--- src/rtl/wisc_pkg.sv ---
// Shared WISC pipeline types and constants.
// Used by the IF/ID/EX stage blocks and the pipeline controller.
package wisc_pkg;

  typedef enum logic [1:0] {
    RUN      = 2'd0,
    RET_WAIT = 2'd1,
    DRAIN    = 2'd2,
    HALTED   = 2'd3
  } ctrl_state_t;

  localparam int          HALT_DRAIN_DEF = 3;
  localparam logic [15:0] NOP            = 16'h0000;
  localparam logic [15:0] CNT_MAX        = 16'hFFFF;

  function automatic logic [15:0] sat_inc(
    input logic [15:0] v
  );
    return (v == CNT_MAX) ? v : v + 16'd1;
  endfunction

endpackage

--- src/rtl/hazard_detect.sv ---
// RAW hazard check of the ID sources against EX/MEM writers.
// WB is excluded: the register file writes before it reads.
module hazard_detect (
  input  logic [3:0] id_rs,
  input  logic [3:0] id_rt,
  input  logic       id_uses_rs,
  input  logic       id_uses_rt,
  input  logic       ex_reg_write,
  input  logic [3:0] ex_reg_rd,
  input  logic       mem_reg_write,
  input  logic [3:0] mem_reg_rd,
  output logic       hazard
);

  function automatic logic src_hit(
    input logic       used,
    input logic [3:0] src,
    input logic       exw,
    input logic [3:0] exd,
    input logic       memw,
    input logic [3:0] memd
  );
    return used && (src != 4'd0) &&
           ((exw && exd == src) ||
            (memw && memd == src));
  endfunction

  assign hazard =
    src_hit(id_uses_rs, id_rs, ex_reg_write,
            ex_reg_rd, mem_reg_write, mem_reg_rd) ||
    src_hit(id_uses_rt, id_rt, ex_reg_write,
            ex_reg_rd, mem_reg_write, mem_reg_rd);

endmodule

--- src/rtl/pipeline_ctrl.sv ---
// Pipeline controller: stall/flush decisions, RET and HLT sequencing,
// and saturating stall/flush statistics.
module pipeline_ctrl
  import wisc_pkg::*;
#(
  parameter int HALT_DRAIN = HALT_DRAIN_DEF
) (
  input  logic        clk,
  input  logic        rst,
  input  logic [3:0]  id_rs,
  input  logic [3:0]  id_rt,
  input  logic        id_uses_rs,
  input  logic        id_uses_rt,
  input  logic        id_ret,
  input  logic        id_hlt,
  input  logic        ex_reg_write,
  input  logic [3:0]  ex_reg_rd,
  input  logic        mem_reg_write,
  input  logic [3:0]  mem_reg_rd,
  input  logic        ex_pc_src,
  output logic        pc_hold,
  output logic        ifid_hold,
  output logic        ifid_flush,
  output logic        idex_bubble,
  output logic        halted,
  output logic [1:0]  state,
  output logic [15:0] stall_cnt,
  output logic [15:0] flush_cnt
);

  localparam int DW = $clog2(HALT_DRAIN + 1);

  ctrl_state_t   cur;
  logic [DW-1:0] drain_cnt;
  logic          hazard;
  logic          stall_evt;
  logic          flush_evt;

  hazard_detect u_hazard (
    .id_rs         (id_rs),
    .id_rt         (id_rt),
    .id_uses_rs    (id_uses_rs),
    .id_uses_rt    (id_uses_rt),
    .ex_reg_write  (ex_reg_write),
    .ex_reg_rd     (ex_reg_rd),
    .mem_reg_write (mem_reg_write),
    .mem_reg_rd    (mem_reg_rd),
    .hazard        (hazard)
  );

  assign state = cur;

  // Outputs are forced low while rst is held, whatever the state.
  always_comb begin
    pc_hold     = 1'b0;
    ifid_hold   = 1'b0;
    ifid_flush  = 1'b0;
    idex_bubble = 1'b0;
    halted      = 1'b0;
    stall_evt   = 1'b0;
    flush_evt   = 1'b0;
    if (!rst) begin
      unique case (cur)
        RUN: begin
          if (ex_pc_src) begin
            ifid_flush  = 1'b1;
            idex_bubble = 1'b1;
            flush_evt   = 1'b1;
          end else if (hazard) begin
            pc_hold     = 1'b1;
            ifid_hold   = 1'b1;
            idex_bubble = 1'b1;
            stall_evt   = 1'b1;
          end
        end
        RET_WAIT: begin
          pc_hold    = 1'b1;
          ifid_flush = 1'b1;
          if (ex_pc_src) begin
            idex_bubble = 1'b1;
            flush_evt   = 1'b1;
          end
        end
        DRAIN: begin
          pc_hold    = 1'b1;
          ifid_flush = 1'b1;
        end
        HALTED: begin
          pc_hold     = 1'b1;
          ifid_hold   = 1'b1;
          idex_bubble = 1'b1;
          halted      = 1'b1;
        end
      endcase
    end
  end

  always_ff @(posedge clk or posedge rst) begin
    if (rst) begin
      cur       <= RUN;
      drain_cnt <= '0;
      stall_cnt <= '0;
      flush_cnt <= '0;
    end else begin
      if (stall_evt) stall_cnt <= sat_inc(stall_cnt);
      if (flush_evt) flush_cnt <= sat_inc(flush_cnt);
      unique case (cur)
        RUN: begin
          if (!ex_pc_src && !hazard) begin
            if (id_ret) begin
              cur <= RET_WAIT;
            end else if (id_hlt) begin
              drain_cnt <= DW'(HALT_DRAIN - 1);
              cur       <= DRAIN;
            end
          end
        end
        RET_WAIT: begin
          if (ex_pc_src) cur <= RUN;
        end
        DRAIN: begin
          if (drain_cnt == '0) cur <= HALTED;
          else drain_cnt <= drain_cnt - DW'(1);
        end
        HALTED: cur <= HALTED;
      endcase
    end
  end

endmodule

--- config.mk ---
export PLATFORM = sky130hd
export DESIGN_NAME = pipeline_ctrl
export DESIGN_NICKNAME = d
export VERILOG_FILES = /design/src/rtl/wisc_pkg.sv /design/src/rtl/hazard_detect.sv /design/src/rtl/pipeline_ctrl.sv
export SDC_FILE = /design/constraint.sdc
export NUM_CORES = 1
export LEC_CHECK = 0
export ABC_CLOCK_PERIOD_IN_PS = 2310
export CAP_MARGIN = 15
export CORE_ASPECT_RATIO = 0.6
export CORE_MARGIN = 5
export CORE_UTILIZATION = 43
export DETAILED_ROUTE_END_ITERATION = 10
export PLACE_DENSITY = 0.74
export SYNTH_ARGS = -nofsm -noshare
export SYNTH_HDL_FRONTEND = slang
export SYNTH_SLANG_ARGS = --single-unit
--- constraint.sdc ---
create_clock -name clk -period 2.31 [get_ports clk]
set_clock_uncertainty 0.1 [all_clocks]
set_input_delay 0.693 -clock clk [delete_from_list [all_inputs] [get_ports clk]]
set_output_delay 0.693 -clock clk [all_outputs]
set_load 0.05 [all_outputs]
Word level (Yosys, flattened, before mapping)
Cells that the tools add are included.

Logic and storage cells: 79. Input port bits: 25. Flip-flop bits (word level): 36. Output and inout port bits: 39.

Equal/unequal tests: 16. Bitwise gates (word level): 2. Reductions and logical operators: 26. Multiplexer cells: 28. Add/subtract/negate cells: 3.

Operator list (number): adder 16 x 1 -> 16 bit, second input constant (2); == test 16 bit, second input constant (2); == test 4 bit (4); two-way mux 2 bit (8); two-way mux 1 bit (14); != test 2 bit, second input constant (6); logical AND 1 bit (9); one-hot mux 2 bit (4 select lines) (1); nonzero test 4 bit (2); one-hot mux 1 bit (2 select lines) (3); AND reduction 5 bit (1); == test 2 bit, second input constant (2); logical NOT 2 bit (2); one-hot mux 2 bit (2 select lines) (1); AND reduction 2 bit (2); AND reduction 4 bit (1); OR reduction 2 bit (2); logical OR 1 bit (3); != test 3 bit, second input constant (1); one-hot mux 1 bit (3 select lines) (1); OR reduction 3 bit (1); == test 2 x 1 -> 1 bit, second input constant (1); logical NOT 1 bit (2); NOT 1 bit (2); 2 further kinds (2).

Depth between registers and ports, before layout
Gate-level depths: netlist (run 1).

Depth after elaboration: 10. Depth in mapped cells: 9. Depth with buffers taken out: 7.

Modules after synthesis
Synthesis (run 1) repeated with hierarchy kept, for this count alone.

Cell total of the unflattened synthesis: 217. Area, all modules: 2220.9 um^2.

Modules (own cells, without submodules): pipeline_ctrl (seq. area each 900.9 um^2, cells each 190, area each 2000.7 um^2, instances 1); hazard_detect (seq. area each 0.0 um^2, cells each 27, area each 220.2 um^2, instances 1).

Worst setup path after synthesis (run 1)
OpenSTA, ideal clock, no wires.

Path type: in2out. Start: input port id_rs[1]. End: output port idex_bubble. Arrival time: 2.512 ns. Required time: 1.517 ns. Path buffers: 0. Setup slack: -0.995 ns. Stages on the path: 7. Path through: xor2_1 nor3_1 nand3_1 a21o_1 nand3_1 a21oi_1 nor3_1.

Cells in the longest elaborated chain, start to end: 9. Elaborated cells between the ends (all ways): 13. Classes of those cells: eq/ne: 2; mux: 4; reduce/logical: 7.

RTL lines: from (decl) (RTL line pipeline_ctrl.sv:10) `input logic [3:0] id_rs,`; == test 4 bit, on equally long branches (RTL line hazard_detect.sv:24, hazard_detect.sv:25); logical AND 1 bit, on equally long branches (RTL line hazard_detect.sv:24, hazard_detect.sv:25); logical OR 1 bit (RTL line hazard_detect.sv:24) `((exw && exd == src) ||`; logical AND 1 bit (*) (RTL line hazard_detect.sv:23) `return used && (src != 4'd0) &&`; logical OR 1 bit (*) (RTL line hazard_detect.sv:30) `ex_reg_rd, mem_reg_write, mem_reg_rd) ||`; two-way mux 1 bit (*) (RTL line pipeline_ctrl.sv:69) `end else if (hazard) begin`; two-way mux 1 bit (*) (RTL line pipeline_ctrl.sv:65) `if (ex_pc_src) begin`; one-hot mux 1 bit (3 select lines) (*) (RTL line pipeline_ctrl.sv:63) `unique case (cur)`; two-way mux 1 bit (*) (RTL line pipeline_ctrl.sv:62) `if (!rst) begin`; to (decl) (RTL line pipeline_ctrl.sv:24) `output logic idex_bubble,`.

Every way passes the cells marked *; elsewhere a longest branch is shown, timed or not.

Worst setup path in the final report (run 1)
Start: input port mem_reg_rd[3]. End: output port ifid_hold.

Cells in the longest elaborated chain, start to end: 9. Elaborated cells between the ends (all ways): 13. Classes of those cells: eq/ne: 2; mux: 4; reduce/logical: 7.

RTL lines: from (decl) (RTL line pipeline_ctrl.sv:19) `input logic [3:0] mem_reg_rd,`; == test 4 bit (RTL line hazard_detect.sv:25) `(memw && memd == src));`; logical AND 1 bit (RTL line hazard_detect.sv:25); logical OR 1 bit (RTL line hazard_detect.sv:24); logical AND 1 bit (RTL line hazard_detect.sv:23); logical OR 1 bit (*) (RTL line hazard_detect.sv:30); two-way mux 1 bit (*) (RTL line pipeline_ctrl.sv:69); two-way mux 1 bit (*) (RTL line pipeline_ctrl.sv:65); one-hot mux 1 bit (2 select lines) (*) (RTL line pipeline_ctrl.sv:63); two-way mux 1 bit (*) (RTL line pipeline_ctrl.sv:62); to (decl) (RTL line pipeline_ctrl.sv:22) `output logic ifid_hold,`.

Marks and branches as above.

==> impl_metrics.prom, run 1 <==
# TYPE chip_impl_metric gauge
chip_impl_metric{name="synth_top_area_share",unit="%"} 41.8
chip_impl_metric{name="max-vdd-ir-drop",unit="mV"} 0.282
chip_impl_metric{name="route.final.wire_length",unit="um"} 5740
chip_impl_metric{name="global_route.usage.total",unit="%"} 18.0
chip_impl_metric{name="tns",unit="ns"} -1.45
chip_impl_metric{name="overflow",unit=""} 0
chip_impl_info{name="tritoncts",value="yes"} 1
chip_impl_info{name="min_path_type",value="reg -> reg"} 1
chip_impl_metric{name="antenna_found_initial",unit=""} 0
chip_impl_info{name="failed_checks",value="setup timing"} 1
chip_impl_metric{name="buffer_ports.inserted",unit=""} 63
chip_impl_metric{name="detailedRoute.firstIterationViolations",unit=""} 90
chip_impl_metric{name="clock_latency",unit="ns"} 0.29
chip_impl_info{name="synthFlopType",value="sky130_fd_sc_hd__dfrtp_1"} 1
chip_impl_info{name="worstSetupPathType",value="in -> out"} 1
chip_impl_metric{name="cts-htree-levels",unit=""} 2
chip_impl_info{name="synth.top_cells.by_area",value="sky130_fd_sc_hd__dfrtp_1 (42%), sky130_fd_sc_hd__xor2_1 (11%), sky130_fd_sc_hd__xnor2_1 (6.1%)"} 1
chip_impl_metric{name="final.period_utilization",unit="%"} 123
chip_impl_metric{name="gpl.final_weighted_congestion",unit=""} 0.851
chip_impl_metric{name="maxCapViolCount",unit=""} 0
chip_impl_metric{name="postSynthCellCount",unit=""} 221
chip_impl_metric{name="route.detailed.wl_per_inst",unit="um"} 15.0
chip_impl_metric{name="report.final.setup_viol",unit=""} 3
chip_impl_info{name="synth_most_common_cell",value="sky130_fd_sc_hd__dfrtp_1"} 1
chip_impl_info{name="run_status",value="complete, but fails checks"} 1
chip_impl_metric{name="place_hpwl",unit="um"} 4520
chip_impl_metric{name="crit_fanout",unit=""} 3
chip_impl_metric{name="synth_edf_count",unit=""} 0
chip_impl_metric{name="yosysSeqAreaShare",unit="%"} 41.8
chip_impl_metric{name="antenna_cells_inserted",unit=""} 0
chip_impl_metric{name="drt-pass1-iter-count",unit=""} 4
chip_impl_info{name="ys_top_cells_by_count",value="sky130_fd_sc_hd__dfrtp_1 (36), sky130_fd_sc_hd__xor2_1 (28), sky130_fd_sc_hd__nand3_1 (18), sky130_fd_sc_hd__nor3_1 (18), sky130_fd_sc_hd__xnor2_1 (15)"} 1
chip_impl_metric{name="die-area",unit="um2"} 6570
chip_impl_metric{name="fillCellCount",unit=""} 361
chip_impl_metric{name="max_clock_freq",unit="GHz"} 0.353
chip_impl_metric{name="routed-via-count",unit=""} 1977
chip_impl_metric{name="worst_slew_margin_rel",unit="%"} 73.7
chip_impl_metric{name="postSynth.asyncResetShare",unit="%"} 100
chip_impl_metric{name="syn-mean-instance-area",unit="um2"} 9.74
chip_impl_info{name="clk_root_buffer_cell",value="sky130_fd_sc_hd__clkbuf_8"} 1
chip_impl_metric{name="cts_hold_buf",unit=""} 0
chip_impl_info{name="synthDominantAreaCellType",value="sky130_fd_sc_hd__dfrtp_1"} 1
chip_impl_metric{name="cts_max_path_buffers",unit=""} 2
chip_impl_metric{name="setup_ws",unit="ns"} -0.521
chip_impl_info{name="setup.worst_path.end_class",value="output pin"} 1
chip_impl_metric{name="synth.distinct_cells",unit=""} 41
chip_impl_metric{name="initial_utilization",unit="%"} 45.7
chip_impl_metric{name="placement.setup.worst_slack",unit="ns"} -0.970
chip_impl_metric{name="finalNetCount",unit=""} 351
chip_impl_metric{name="core_area",unit="um2"} 4710
chip_impl_metric{name="pin_count_of_the_biggest_net_entering_global_routing",unit=""} 17
chip_impl_metric{name="synth.yosys.warnings",unit=""} 0
chip_impl_metric{name="area.growth.synth_to_final",unit="%"} 52.6
chip_impl_metric{name="pwr_density_cell",unit="nW/um2"} 388
chip_impl_metric{name="timing_hold_violations_final",unit=""} 0
chip_impl_metric{name="synth_register_bits",unit=""} 36
chip_impl_metric{name="worst_pin_slew",unit="ns"} 0.393
chip_impl_metric{name="vias_in_the_first_global_route",unit=""} 1857
chip_impl_metric{name="chipWidth",unit="um"} 101
chip_impl_metric{name="min_period",unit="ns"} 2.83
chip_impl_metric{name="grt_first_pass_wirelength",unit="um"} 9340
chip_impl_metric{name="path_clk_slew",unit="ns"} 0.07
chip_impl_metric{name="dieHeight",unit="um"} 64.8
chip_impl_metric{name="synth_fp_nets",unit=""} 253
chip_impl_metric{name="design.portCount",unit=""} 64
chip_impl_metric{name="drtAntennaViolNets",unit=""} 0
chip_impl_metric{name="syn-cell-area",unit="um2"} 2150
chip_impl_metric{name="route.detailed.drc",unit=""} 0
chip_impl_info{name="critical_path.startpoint_type",value="input port"} 1
chip_impl_metric{name="via_cell_ratio",unit=""} 5.16
chip_impl_info{name="grt_setup_unrepaired",value="true"} 1
chip_impl_metric{name="fraction_of_final_layout_cells_sized_beyond_drive_strength_1",unit="%"} 42.2
chip_impl_metric{name="num_rows",unit=""} 19
chip_impl_metric{name="worst-endpoint-arrival",unit="ns"} 2.04
chip_impl_metric{name="cts_sinks",unit=""} 36
chip_impl_metric{name="timing.critical_path.required",unit="ns"} 1.52
chip_impl_metric{name="cellLeakagePower",unit="uW"} 0.00161
chip_impl_metric{name="slew_viol_final",unit=""} 0
chip_impl_metric{name="numCtsBuffers",unit=""} 5
[report_power, final]
| group | switching (uW) | internal (uW) |
|---|---|---|
| Clock | 228 | 238 |
| Combinational | 88.8 | 90.9 |
| Sequential | 0 | 630 |
[layer usage]
| layer | share of wire [%] | vias up | GRT usage, % |
|---|---|---|---|
| li1 | - | 990 | - |
| met1 | 50 | 942 | 27.5 |
| met2 | 45 | 40 | 25.8 |
| met3 | 4.3 | 5 | 4.07 |
| met4 | 0.73 | 0 | 3.98 |
| met5 | 0 | - | 0 |
[area by class of cell]
type	instances	area, um2	area share [%]
multi-input cells	172	1350	41.0
flip-flops and latches	36	910	27.7
repair buffers	96	825	25.1
clock buffers	6	82.6	2.51
well taps	63	78.8	2.40
inverters	8	33.8	1.03
clock inverters	2	10.0	0.305
[layout by cell type (no fill, tap or decap), drive strengths merged, types with 2 or more instances in the layout]
cell / count
buf: 85
dfrtp: 36
xor2: 28
nor3: 19
nand3: 18
xnor2: 15
nand2: 14
nand4: 12
nor2: 9
clkbuf: 9
and3: 7
ha: 7
inv: 7
dlygate4sd2: 4
clkdlybuf4s50: 4
o211ai: 3
a21o: 3
nor4: 3
a21oi: 3
o21bai: 3
a21boi: 3
and2: 3
and4: 2
o41ai: 2
nor3b: 2
a221o: 2
nor4b: 2
clkinv: 2
nor2b: 2
or3: 2
mux2: 2
[critical path, stage by stage]
cell	delay (ns)
sky130_fd_sc_hd__buf_8	0.10
sky130_fd_sc_hd__xor2_1	0.16
sky130_fd_sc_hd__nor3_2	0.19
sky130_fd_sc_hd__nand3_1	0.10
sky130_fd_sc_hd__a21o_1	0.24
sky130_fd_sc_hd__nand2_2	0.12
sky130_fd_sc_hd__a31oi_4	0.10
sky130_fd_sc_hd__nor3_4	0.17
sky130_fd_sc_hd__buf_12	0.16
[state kept, by name, indices dropped and copies added (netlist names)]
| name | flops |
|---|---|
| drain_cnt | 2 |
| state | 2 |
| flush_cnt | 16 |
| stall_cnt | 16 |
[timing repair]
item | 4_1_cts | 5_1_grt
setup buffers | 1 | 3
hold endpoints to repair | 0 | 0
pin swaps | 19 | 14
endpoints found under the setup margin | 25 | 13
gates resized for setup | 81 | 16
[worst paths after layout]
check	endpoint	startpoint	slack, ns	cells after the start
worst max register to register	stall_cnt[1]	stall_cnt[5]	0.16	6
max in group asynchronous	stall_cnt[0]	rst	1.34	3
worst min register to register	stall_cnt[6]	stall_cnt[6]	0.38	1
worst min-delay path	stall_cnt[6]	stall_cnt[6]	0.38	1
worst max-delay path	ifid_hold	mem_reg_rd[3]	-0.52	9
min in group asynchronous	stall_cnt[7]	rst	0.55	3
[kinds of logic (layout without fill, tap and decap cells)]
group | after synthesis | count (layout) | synth area share, %
multiplexers | 3 | 3 | 1.68
AND/OR/NAND/NOR | 95 | 95 | 23.9
buffers and inverters | 13 | 112 | 2.67
XOR/XNOR | 43 | 43 | 17.5
flip-flops | 36 | 36 | 41.8
adder cells (fa/ha/maj) | 7 | 7 | 4.07
AO/OA/AOI/OAI | 24 | 24 | 8.31
[stage by stage]
stage	util [%]	power (uW)	instance area, um2	cells	hold slack (ns)
after floorplan	-	710	2240	221	0.381
after global placement	66.1	816	3110	371	0.361
after detailed placement	66.1	819	3110	371	0.372
after CTS	68.5	1280	3230	380	0.382
after global routing	69.8	1320	3290	383	0.394
final	69.8	1280	3290	383	0.378
Power figures use the tool's default switching activity.
==> run 2: changes to the inputs <==
- PLACE_DENSITY: 0.74 -> 0.73
- SYNTH_HIERARCHICAL: unset -> 1
==> run 2 against run 1 <==
Effect of this change:
- the flow still finishes with violations (setup timing)
- combinational power rose to 8.4 times the previous value
- sequential power rose by 29%
- non-clock buffer count up 3
- worst hold slack improved by 0.020 ns
- first-iteration DRC count up 8.9%
- worst setup slack lost 0.048 ns
- die area rose by 2.7%
- final area up 6.5%
- critical path type unchanged
- largest power group is now combinational logic
==> impl_metrics.prom, run 2 <==
# TYPE chip_impl_metric gauge
chip_impl_info{name="run_status",value="complete, but fails checks"} 1
chip_impl_info{name="failed_checks",value="setup timing"} 1
chip_impl_metric{name="die-area",unit="um2"} 6750
chip_impl_metric{name="design_area",unit="um2"} 3500
chip_impl_metric{name="synthMuxAreaShare",unit="%"} 3.66
chip_impl_metric{name="grt_first_pass_wirelength",unit="um"} 10400
chip_impl_metric{name="syn-cell-area",unit="um2"} 2220
chip_impl_metric{name="numCtsBuffers",unit=""} 5
chip_impl_metric{name="place_hpwl",unit="um"} 4490
chip_impl_metric{name="drt-pass1-iter-count",unit=""} 4
chip_impl_metric{name="synth_fa_ha_area_share",unit="%"} 4.51
chip_impl_info{name="worstSetupPathType",value="in -> out"} 1
chip_impl_info{name="tritoncts",value="yes"} 1
chip_impl_metric{name="clock_latency",unit="ns"} 0.30
chip_impl_metric{name="antenna_cells_inserted",unit=""} 0
chip_impl_metric{name="fillCellCount",unit=""} 358
chip_impl_metric{name="finalNetCount",unit=""} 354
chip_impl_metric{name="cts_hold_buf",unit=""} 0
chip_impl_info{name="synthDominantAreaCellType",value="sky130_fd_sc_hd__dfrtp_1"} 1
chip_impl_metric{name="detailedRoute.firstIterationViolations",unit=""} 98
chip_impl_metric{name="placed_area",unit="um2"} 3100
chip_impl_metric{name="multi_input_area",unit="um2"} 1530
chip_impl_metric{name="antenna_found_initial",unit=""} 0
chip_impl_metric{name="slowest_delay",unit="ns"} 0.46
chip_impl_metric{name="syn-mean-instance-area",unit="um2"} 10.2
chip_impl_metric{name="maxCapViolCount",unit=""} 0
chip_impl_metric{name="cts-htree-levels",unit=""} 2
chip_impl_info{name="ys_top_cells_by_count",value="sky130_fd_sc_hd__dfrtp_1 (36), sky130_fd_sc_hd__xor2_1 (28), sky130_fd_sc_hd__xnor2_1 (17)"} 1
chip_impl_info{name="mostFrequentLayoutCell",value="sky130_fd_sc_hd__buf_4"} 1
chip_impl_metric{name="synth.yosys.warnings",unit=""} 6
chip_impl_metric{name="gpl.final_weighted_congestion",unit=""} 0.906
chip_impl_info{name="synthFlopType",value="sky130_fd_sc_hd__dfrtp_1"} 1
chip_impl_metric{name="seqCellArea",unit="um2"} 903
chip_impl_info{name="synth.top_cells.by_area",value="sky130_fd_sc_hd__dfrtp_1 (41%), sky130_fd_sc_hd__xor2_1 (11%), sky130_fd_sc_hd__xnor2_1 (6.7%)"} 1
chip_impl_metric{name="cts_max_path_buffers",unit=""} 2
chip_impl_metric{name="post_synth_and_or_nand_nor_area_fraction",unit="%"} 23.8
chip_impl_metric{name="postSynth.asyncResetShare",unit="%"} 100
chip_impl_info{name="critical-path-slowest-cell",value="sky130_fd_sc_hd__clkdlybuf4s50_1"} 1
chip_impl_info{name="synth_top_family_by_area",value="simple AND/OR/NAND/NOR gates"} 1
chip_impl_metric{name="max_clock_freq",unit="GHz"} 0.347
chip_impl_metric{name="path_clk_slew",unit="ns"} 0.07
chip_impl_metric{name="cts_sinks",unit=""} 36
chip_impl_metric{name="synth_xor_xnor_area_share",unit="%"} 17.7
chip_impl_metric{name="cellLeakagePower",unit="uW"} 0.00164
chip_impl_metric{name="report.final.setup_viol",unit=""} 15
chip_impl_metric{name="num_rows",unit=""} 20
chip_impl_metric{name="buffer_ports.inserted",unit=""} 63
chip_impl_info{name="reg.largest.list",value="flush_cnt (16), stall_cnt (16)"} 1
chip_impl_metric{name="synth_fp_nets",unit=""} 250
chip_impl_metric{name="pwr_density_cell",unit="nW/um2"} 803
chip_impl_info{name="synth_most_common_cell",value="sky130_fd_sc_hd__dfrtp_1"} 1
chip_impl_metric{name="design.portCount",unit=""} 64
chip_impl_metric{name="core_area",unit="um2"} 5030
chip_impl_metric{name="crit_fanout",unit=""} 3
chip_impl_info{name="grt_setup_unrepaired",value="true"} 1
chip_impl_metric{name="global_route.usage.total",unit="%"} 20.1
chip_impl_info{name="min_path_type",value="reg -> reg"} 1
chip_impl_metric{name="max-vdd-ir-drop",unit="mV"} 0.737
chip_impl_metric{name="postSynthCellCount",unit=""} 217
chip_impl_metric{name="final.period_utilization",unit="%"} 125
chip_impl_metric{name="synth_top_area_share",unit="%"} 40.6
chip_impl_metric{name="synth_compound_area_share",unit="%"} 7.72
chip_impl_metric{name="synth_edf_count",unit=""} 0
chip_impl_metric{name="route.detailed.wl_per_inst",unit="um"} 16.4
chip_impl_metric{name="fraction_of_final_layout_cells_sized_beyond_drive_strength_1",unit="%"} 44.1
chip_impl_metric{name="setup_ws",unit="ns"} -0.569
chip_impl_metric{name="timing_hold_violations_final",unit=""} 0
chip_impl_metric{name="pin_count_of_the_biggest_net_entering_global_routing",unit=""} 37
chip_impl_info{name="worstPathCellList",value="clkdlybuf4s50_1, o41ai_1, o211ai_2, o21ai_2, a211oi_4, buf_12"} 1
chip_impl_metric{name="min_period",unit="ns"} 2.88
chip_impl_metric{name="chipWidth",unit="um"} 103
chip_impl_metric{name="via_cell_ratio",unit=""} 5.28
chip_impl_metric{name="numPlacedInstances",unit=""} 365
chip_impl_metric{name="slew_viol_final",unit=""} 0
chip_impl_metric{name="initial_utilization",unit="%"} 44.2
chip_impl_metric{name="area.growth.synth_to_final",unit="%"} 57.6
chip_impl_metric{name="route.detailed.drc",unit=""} 0
chip_impl_metric{name="worst_pin_slew",unit="ns"} 0.792
chip_impl_metric{name="overflow",unit=""} 0
chip_impl_metric{name="finish.cell_count_without_fillers",unit=""} 388
chip_impl_metric{name="worst_slew_margin_rel",unit="%"} 46.8
chip_impl_metric{name="routed-via-count",unit=""} 2050
chip_impl_metric{name="tns",unit="ns"} -2.96
chip_impl_metric{name="yosysSeqAreaShare",unit="%"} 40.6
chip_impl_metric{name="route.final.wire_length",unit="um"} 6370
chip_impl_metric{name="whs",unit="ns"} 0.398
chip_impl_metric{name="worst-endpoint-arrival",unit="ns"} 2.09
chip_impl_metric{name="vias_in_the_first_global_route",unit=""} 2057
chip_impl_info{name="critical_path.startpoint_type",value="input port"} 1
chip_impl_metric{name="synth.distinct_cells",unit=""} 40
chip_impl_info{name="critPathTopFamily",value="compound AO/OA/AOI/OAI gates"} 1
chip_impl_metric{name="timing.critical_path.required",unit="ns"} 1.52
chip_impl_info{name="setup.worst_path.end_class",value="output pin"} 1
chip_impl_info{name="final_cell_mix",value="sky130_fd_sc_hd__buf_4 (63), sky130_fd_sc_hd__dfrtp_1 (34), sky130_fd_sc_hd__xor2_1 (28), sky130_fd_sc_hd__xnor2_1 (17)"} 1
chip_impl_metric{name="drtAntennaViolNets",unit=""} 0
chip_impl_metric{name="synth_register_bits",unit=""} 36
chip_impl_metric{name="placement.setup.worst_slack",unit="ns"} -0.978
chip_impl_metric{name="dieHeight",unit="um"} 65.7
chip_impl_metric{name="buffers_plus_inverters_on_the_worst_setup_path",unit=""} 2
chip_impl_info{name="clk_root_buffer_cell",value="sky130_fd_sc_hd__clkbuf_8"} 1
==> run 2: cell count changes in the layout (fill, tap and decap cells not counted), moves of 4 or more <==
cell,delta
sky130_fd_sc_hd__nand3_1,-4
sky130_fd_sc_hd__dfrtp_1,+5
sky130_fd_sc_hd__buf_6,+8
sky130_fd_sc_hd__buf_4,-4
sky130_fd_sc_hd__dfrtp_2,-5
sky130_fd_sc_hd__nor3_1,-7
sky130_fd_sc_hd__nor4_4,+8
sky130_fd_sc_hd__inv_1,+4
==> run 2: cell families after synthesis <==
kind of cell    Yosys count
simple gates             85
xor+xnor                 45
flops                    36
compound gates           24
buf+inv                  12
fa+ha+maj                 8
mux                       7
==> run 2: path summary, 6_finish.rpt <==
check | start | end | slack, ns | depth (start not counted)
worst max-delay path | id_uses_rs | idex_bubble | -0.57 | 6
worst min-delay path | flush_cnt[6] | flush_cnt[6] | 0.40 | 1
worst max register to register | stall_cnt[0] | stall_cnt[1] | 0.21 | 6
worst min register to register | flush_cnt[6] | flush_cnt[6] | 0.40 | 1
max in group asynchronous | rst | state[1] | 1.19 | 4
min in group asynchronous | rst | flush_cnt[5] | 0.57 | 4
==> run 2: timing repair <==
action	4_1_cts	5_1_grt
gates resized for setup	121	9
setup endpoints to repair	26	23
hold endpoints to repair	0	0
pin swaps	40	11
buffers inserted	16	3
==> run 2: through the flow <==
| step | power, uW | utilization (%) |
|---|---|---|
| after global routing | 2960 | 69.6 |
| after floorplan | 1700 | - |
| after global placement | 2170 | 61.6 |
| final | 2810 | 69.6 |
| after detailed placement | 2190 | 61.6 |
| after CTS | 2800 | 69.5 |
==> run 2: layout make-up <==
type,count,area share [%]
Sequential cell,36,25.8
Inverter,10,1.18
Clock inverter,1,0.214
Clock buffer,7,2.47
Multi-Input combinational cell,169,43.8
Timing Repair Buffer,99,24.2
Tap cell,66,2.36
==> run 2: per-layer routing <==
metal / global-route usage, % / routed length (um) / vias up
met3: 4.03 / 315 / 10
met4: 6.62 / 114 / 0
met2: 29.7 / 2800 / 48
met1: 29.4 / 3140 / 989
li1: - / - / 1003
met5: 0 / 0 / -
==> run 2: where the power goes <==
part	switching, uW	internal [uW]	total (uW)
logic	847	663	1510
registers	98.1	715	813
clock network	245	243	488
==> run 3: changes to the inputs <==
- CTS_CLUSTER_DIAMETER: unset -> 30
==> results of run 3 <==
Same layout as run 2: the final DEF is identical, and so are final timing and power.
